File: config.mk
export PLATFORM = sky130hd
export DESIGN_NAME = add16_arbiter_flat
export DESIGN_NICKNAME = d
export VERILOG_FILES = /design/src/rtl/add16_arbiter_if.sv /design/src/rtl/add16_arbiter.sv /design/src/flat_wrapper.sv
export SDC_FILE = /design/constraint.sdc
export NUM_CORES = 1
export LEC_CHECK = 0
export CELL_PAD_IN_SITES_DETAIL_PLACEMENT = 0
export CELL_PAD_IN_SITES_GLOBAL_PLACEMENT = 1
export CORE_ASPECT_RATIO = 1.4
export CORE_MARGIN = 2
export CORE_UTILIZATION = 30
export CTS_CLUSTER_DIAMETER = 80
export CTS_CLUSTER_SIZE = 24
export DETAILED_ROUTE_END_ITERATION = 8
export PLACE_DENSITY_LB_ADDON = 0.1
export SYNTH_ARGS = -nofsm -noshare
export SYNTH_HDL_FRONTEND = slang
export SYNTH_SLANG_ARGS = --single-unit
export TNS_END_PERCENT = 5
File: constraint.sdc
create_clock -name clk -period 1.6 [get_ports clk]
set_input_delay 0.24 -clock clk [delete_from_list [all_inputs] [get_ports clk]]
set_output_delay 0.24 -clock clk [all_outputs]
set_load 0.01 [all_outputs]
File: src/rtl/add16_arbiter_if.sv
// Operand/result bus for add16_arbiter: two requesters, one consumer.
// Carries req0/req1 valid-ready-operands, rsp valid-ready-result and ovf_count.
interface add16_arbiter_if;
  logic        req0_valid;
  logic [15:0] req0_a;
  logic [15:0] req0_b;
  logic        req0_ready;
  logic        req1_valid;
  logic [15:0] req1_a;
  logic [15:0] req1_b;
  logic        req1_ready;
  logic        rsp_valid;
  logic        rsp_ready;
  logic [15:0] rsp_sum;
  logic        rsp_carry;
  logic        rsp_id;
  logic [7:0]  ovf_count;

  modport slave (
    input  req0_valid, req0_a, req0_b,
    output req0_ready,
    input  req1_valid, req1_a, req1_b,
    output req1_ready,
    output rsp_valid, rsp_sum, rsp_carry, rsp_id,
    input  rsp_ready,
    output ovf_count
  );

  modport master (
    output req0_valid, req0_a, req0_b,
    input  req0_ready,
    output req1_valid, req1_a, req1_b,
    input  req1_ready,
    input  rsp_valid, rsp_sum, rsp_carry, rsp_id,
    output rsp_ready,
    input  ovf_count
  );
endinterface

File: src/rtl/add16_arbiter.sv
// Round-robin 2:1 arbiter feeding a registered 16-bit adder stage.
// Ports: clk, rst_n (async active-low), bus (add16_arbiter_if.slave).
module add16_arbiter (
  input  logic            clk,
  input  logic            rst_n,
  add16_arbiter_if.slave  bus
);
  typedef enum logic {IDLE, HOLD} state_t;

  state_t      r_state;
  logic        r_last;
  logic        r_valid;
  logic [15:0] r_sum;
  logic        r_carry;
  logic        r_id;
  logic [7:0]  r_ovf;

  logic        w_open;
  logic        w_g0;
  logic        w_g1;
  logic        w_hs0;
  logic        w_hs1;
  logic        w_hs;
  logic        w_rsp_hs;
  logic [16:0] w_sum0;
  logic [16:0] w_sum1;

  // Window gated by rst_n so both readys stay low while in reset.
  assign w_open = rst_n &
                  ((r_state == IDLE) | bus.rsp_ready);

  // Under contention the requester not granted last wins.
  assign w_g0 = bus.req0_valid &
                (~bus.req1_valid | r_last);
  assign w_g1 = bus.req1_valid &
                (~bus.req0_valid | ~r_last);

  assign bus.req0_ready = w_open & w_g0;
  assign bus.req1_ready = w_open & w_g1;

  assign w_hs0 = bus.req0_valid & bus.req0_ready;
  assign w_hs1 = bus.req1_valid & bus.req1_ready;
  assign w_hs  = w_hs0 | w_hs1;

  assign w_rsp_hs = r_valid & bus.rsp_ready;

  assign w_sum0 = {1'b0, bus.req0_a} +
                  {1'b0, bus.req0_b};
  assign w_sum1 = {1'b0, bus.req1_a} +
                  {1'b0, bus.req1_b};

  always_ff @(posedge clk or negedge rst_n) begin
    if (!rst_n) begin
      r_state <= IDLE;
      r_last  <= 1'b1;
      r_valid <= 1'b0;
      r_sum   <= 16'h0000;
      r_carry <= 1'b0;
      r_id    <= 1'b0;
      r_ovf   <= 8'h00;
    end else begin
      if (w_rsp_hs && r_carry && (r_ovf != 8'hFF))
        r_ovf <= r_ovf + 8'd1;
      unique case (r_state)
        IDLE: begin
          if (w_hs) begin
            r_state <= HOLD;
            r_valid <= 1'b1;
          end
        end
        HOLD: begin
          if (w_hs) begin
            r_state <= HOLD;
            r_valid <= 1'b1;
          end else if (bus.rsp_ready) begin
            r_state <= IDLE;
            r_valid <= 1'b0;
          end
        end
        default: begin
          r_state <= IDLE;
          r_valid <= 1'b0;
        end
      endcase
      if (w_hs) begin
        r_last  <= w_hs1;
        r_id    <= w_hs1;
        r_sum   <= w_hs1 ? w_sum1[15:0] :
                           w_sum0[15:0];
        r_carry <= w_hs1 ? w_sum1[16] :
                           w_sum0[16];
      end
    end
  end

  assign bus.rsp_valid = r_valid;
  assign bus.rsp_sum   = r_sum;
  assign bus.rsp_carry = r_carry;
  assign bus.rsp_id    = r_id;
  assign bus.ovf_count = r_ovf;
endmodule

File: src/flat_wrapper.sv
// flat-port wrapper written by rule: the top's interface ports become plain ports
module add16_arbiter_flat 
  (clk, rst_n, bus_req0_valid, bus_req0_a, bus_req0_b, bus_req0_ready, bus_req1_valid, bus_req1_a, bus_req1_b, bus_req1_ready, bus_rsp_valid, bus_rsp_sum, bus_rsp_carry, bus_rsp_id, bus_rsp_ready, bus_ovf_count);
  add16_arbiter_if bus_i ();
  input  logic clk;
  input  logic rst_n;
  input wire logic [$bits(bus_i.req0_valid)-1:0] bus_req0_valid;
  input wire logic [$bits(bus_i.req0_a)-1:0] bus_req0_a;
  input wire logic [$bits(bus_i.req0_b)-1:0] bus_req0_b;
  output wire logic [$bits(bus_i.req0_ready)-1:0] bus_req0_ready;
  input wire logic [$bits(bus_i.req1_valid)-1:0] bus_req1_valid;
  input wire logic [$bits(bus_i.req1_a)-1:0] bus_req1_a;
  input wire logic [$bits(bus_i.req1_b)-1:0] bus_req1_b;
  output wire logic [$bits(bus_i.req1_ready)-1:0] bus_req1_ready;
  output wire logic [$bits(bus_i.rsp_valid)-1:0] bus_rsp_valid;
  output wire logic [$bits(bus_i.rsp_sum)-1:0] bus_rsp_sum;
  output wire logic [$bits(bus_i.rsp_carry)-1:0] bus_rsp_carry;
  output wire logic [$bits(bus_i.rsp_id)-1:0] bus_rsp_id;
  input wire logic [$bits(bus_i.rsp_ready)-1:0] bus_rsp_ready;
  output wire logic [$bits(bus_i.ovf_count)-1:0] bus_ovf_count;
  assign bus_i.req0_valid = bus_req0_valid;
  assign bus_i.req0_a = bus_req0_a;
  assign bus_i.req0_b = bus_req0_b;
  assign bus_req0_ready = bus_i.req0_ready;
  assign bus_i.req1_valid = bus_req1_valid;
  assign bus_i.req1_a = bus_req1_a;
  assign bus_i.req1_b = bus_req1_b;
  assign bus_req1_ready = bus_i.req1_ready;
  assign bus_rsp_valid = bus_i.rsp_valid;
  assign bus_rsp_sum = bus_i.rsp_sum;
  assign bus_rsp_carry = bus_i.rsp_carry;
  assign bus_rsp_id = bus_i.rsp_id;
  assign bus_i.rsp_ready = bus_rsp_ready;
  assign bus_ovf_count = bus_i.ovf_count;
  add16_arbiter u_core (.clk(clk), .rst_n(rst_n), .bus(bus_i));
endmodule
==> summary.md <==
| Metric | Value |
|---|---|
| Fin nets | `616` |
| Ports | `98` |
| H-Tree Depth | `2` |
| Dpl hpwl | `7.18 mm` |
| RSZ-0062 raised after global routing | `yes` |
| CTS Sinks | `29` |
| Final TNS setup | `-3620 ps` |
| Layout Skew | `2.52 ps` |
| Main synth FF type | `dfrtp_1` |
| Number of cells on the worst hold path | `3` |
| Cell area power density | `843 nW/um2` |
| Antenna diode count | `0` |
| Worst EP required | `1730 ps` |
| First-pass DRT Iterations | `4` |
| Synth Net Count | `411` |
| Leak | `2.36 nW` |
| Fillers | `793` |
| Status | `finished with violations` |
| Unique masters post-synth | `58` |
| Final Max Slew Viols | `0` |
| Worst Path Max Fanout | `3` |
| Max_cap viols | `0` |
| Gr ovfl total | `0` |
| Place WS | `-1170 ps` |
| Post-Route WL | `9.06 mm` |
| Yosys warning count | `0` |
| Post-Synthesis Cell Area | `2690 um2` |
| Layout cell share with drive strength beyond 1 | `0.373` |
| Area grow syn2layout | `91.8%` |
| Final non-filler cell total | `617` |
| Port bufs | `97` |
| Clk Latency, worst-skew pair | `270 ps` |
| Die outline area | `9740 um2` |
| Final worst slack | `-444 ps` |
| Dpl cell area | `4540 um2` |
| GP Congestion | `0.864` |
| Initial antenna violation count | `0` |
| Upper clock frequency limit | `489 MHz` |
| Initial drt markers | `44` |
| Vias in the first global route | `3,215` |
| Total number of vias | `3,132` |
| TritonCTS clock tree | `yes` |
| Initial Util | `0.310` |
| Register area share after synthesis | `0.271` |
| CP endpoint kind | `flop` |
| Die outline width | `84.0 um` |
| Clock transition at path regs | `50 ps` |
| IR drop worst, VDD | `0.646 mV` |
| Synth Area per Inst | `8.75 um2` |
| Async S/R FF share, synth | `1.00` |
| Number of setup violations in the final report | `12` |
| Y dimension of the die | `116 um` |
| Global Route Usage Sum | `0.184` |
| Drt drc | `0` |
| Clk Tree Root Cell | `clkbuf_16` |
| Worst reg-to-reg path cell count | `8` |
| Largest net degree at the start of global routing | `30` |
| Rows | `40` |
| Final core occ | `0.595` |
| Synthesized instance count | `307` |
| Final period utilization | `1.28` |
| Placed insts | `603` |
| Longest Clk Path Bufs | `2` |
| Post-route antenna net violation count | `0` |
| Critical path class | `in2reg` |
| Total Power | `4.34 mW` |
| Final hold viol count | `0` |
| Wirelength per Cell | `14.7 um` |
| First-pass GRT wire length | `14.5 mm` |
| WHS | `286 ps` |
| Num CTS Buffers | `5` |
| Worst Tran Pin Value | `430 ps` |
| Post-route cell area | `5150 um2` |
| Startpoint types | `input port` |
| Post-CTS Hold Fix Bufs | `0` |
| Arrival time at the worst endpoint | `2170 ps` |
| Slew headroom | `0.714` |
| Seq cells post-synth | `29` |
| Violated checks | `setup timing` |
| Core area | `8660 um2` |
| Post-synth EDFFs | `0` |
| Via density | `5.08` |
| Worst Hold Class | `in2reg` |
| Final worst path period need | `2040 ps` |
==> metal layers <==
layer | vias to the layer above | wire length, um | track usage
met5 | - | 0 | 0
li1 | 1563 | - | -
met3 | 6 | 378 | 0.0349
met1 | 1494 | 3550 | 0.207
met4 | 0 | 87 | 0.0441
met2 | 69 | 5040 | 0.357
==> layout make-up <==
class,instances,area (um2),area share
inverter,5,21.3,0.00413
timing repair buffer,204,1800,0.349
multi-input combinational,267,2330,0.452
sequential,29,727,0.141
tap,105,131,0.0255
clock buffer,7,143,0.0277
==> path summary, 6_finish.rpt <==
path	startpoint	endpoint	slack, ps
hold reg to reg	u_core.r_last	u_core.r_last	470
hold / removal	bus_rsp_ready	u_core.r_state	290
min in group asynchronous	rst_n	u_core.r_state	410
setup reg to reg	u_core.r_state	u_core.bus.rsp_sum[15]	-180
setup / recovery	bus_req0_a[0]	u_core.bus.rsp_carry	-440
max in group asynchronous	rst_n	u_core.r_last	880
==> power by group <==
group | internal, mW | switching (mW) | total [mW]
clock | 0.610 | 0.327 | 0.937
combinational | 1.32 | 0.976 | 2.30
sequential | 0.956 | 0.153 | 1.11
total | 2.89 | 1.46 | 4.34
==> layout by cell type, fill, tap and decap left out, types with 4 or more instances in the layout <==
cell,n
a211oi_4,4
a21o_1,4
a21oi_1,21
a21oi_2,4
a31oi_1,6
buf_4,100
buf_6,10
clkbuf_16,5
clkdlybuf4s50_1,63
dfrtp_1,28
dlygate4sd2_1,12
dlymetal6s2s_1,12
ha_1,22
ha_4,10
nand2_1,36
nand3_1,4
nor2_1,20
nor3_1,7
o21ai_0,8
o21ai_1,9
o21ai_2,7
o21bai_1,4
xnor2_1,13
xor2_1,10
==> critical path, cell delays in order <==
cell and delay [ps]:
buf_8 100, ha_4 150, fa_2 390, a211oi_4 270, o21bai_4 110, a211oi_4 260
o311a_1 260, nor2_2 60, a21oi_1 210, o221ai_2 120
==> cells by family (layout without fill, tap and decap cells) <==
kind of cell / count (synthesis) / after routing / share of synthesized area
AO/OA/AOI/OAI: 106 / 106 / 0.280
XOR/XNOR: 25 / 25 / 0.0815
adder cells (fa/ha/maj): 35 / 35 / 0.169
buffers and inverters: 11 / 216 / 0.0168
flip-flops: 29 / 29 / 0.271
multiplexers: 4 / 4 / 0.0158
AND/OR/NAND/NOR: 97 / 97 / 0.167
==> state kept, by name, summed over array words and instances, names as in the netlist <==
name                  flops
u_core.bus.rsp_sum       16
u_core.r_state            1
u_core.bus.rsp_valid      1
u_core.bus.rsp_carry      1
u_core.bus.ovf_count      8
u_core.bus.rsp_id         1
u_core.r_last             1
==> what timing repair did <==
action	in CTS	in global routing
setup endpoints to repair	20	24
gates resized for setup	90	57
pin swaps	45	30
setup buffers	7	0
==> cells in the mapped netlist, types with 3 or more instances <==
cell type,n,area share
nand2_1,38,0.053
or3_1,3,0.0070
buf_2,3,0.0056
xnor2_1,15,0.049
nor3_1,9,0.017
nor2_1,22,0.031
and4_1,3,0.0098
dfrtp_1,28,0.26
o21ai_0,16,0.030
o21ai_1,7,0.013
xor2_1,10,0.033
o21bai_1,5,0.014
inv_1,5,0.0070
nand3_1,7,0.013
a21oi_1,26,0.048
a31oi_1,8,0.019
and3_1,5,0.012
a211oi_2,3,0.014
a21o_1,4,0.011
o22ai_1,3,0.0070
a211oi_1,7,0.020
ha_1,33,0.15
Power figures use the tool's default switching activity.
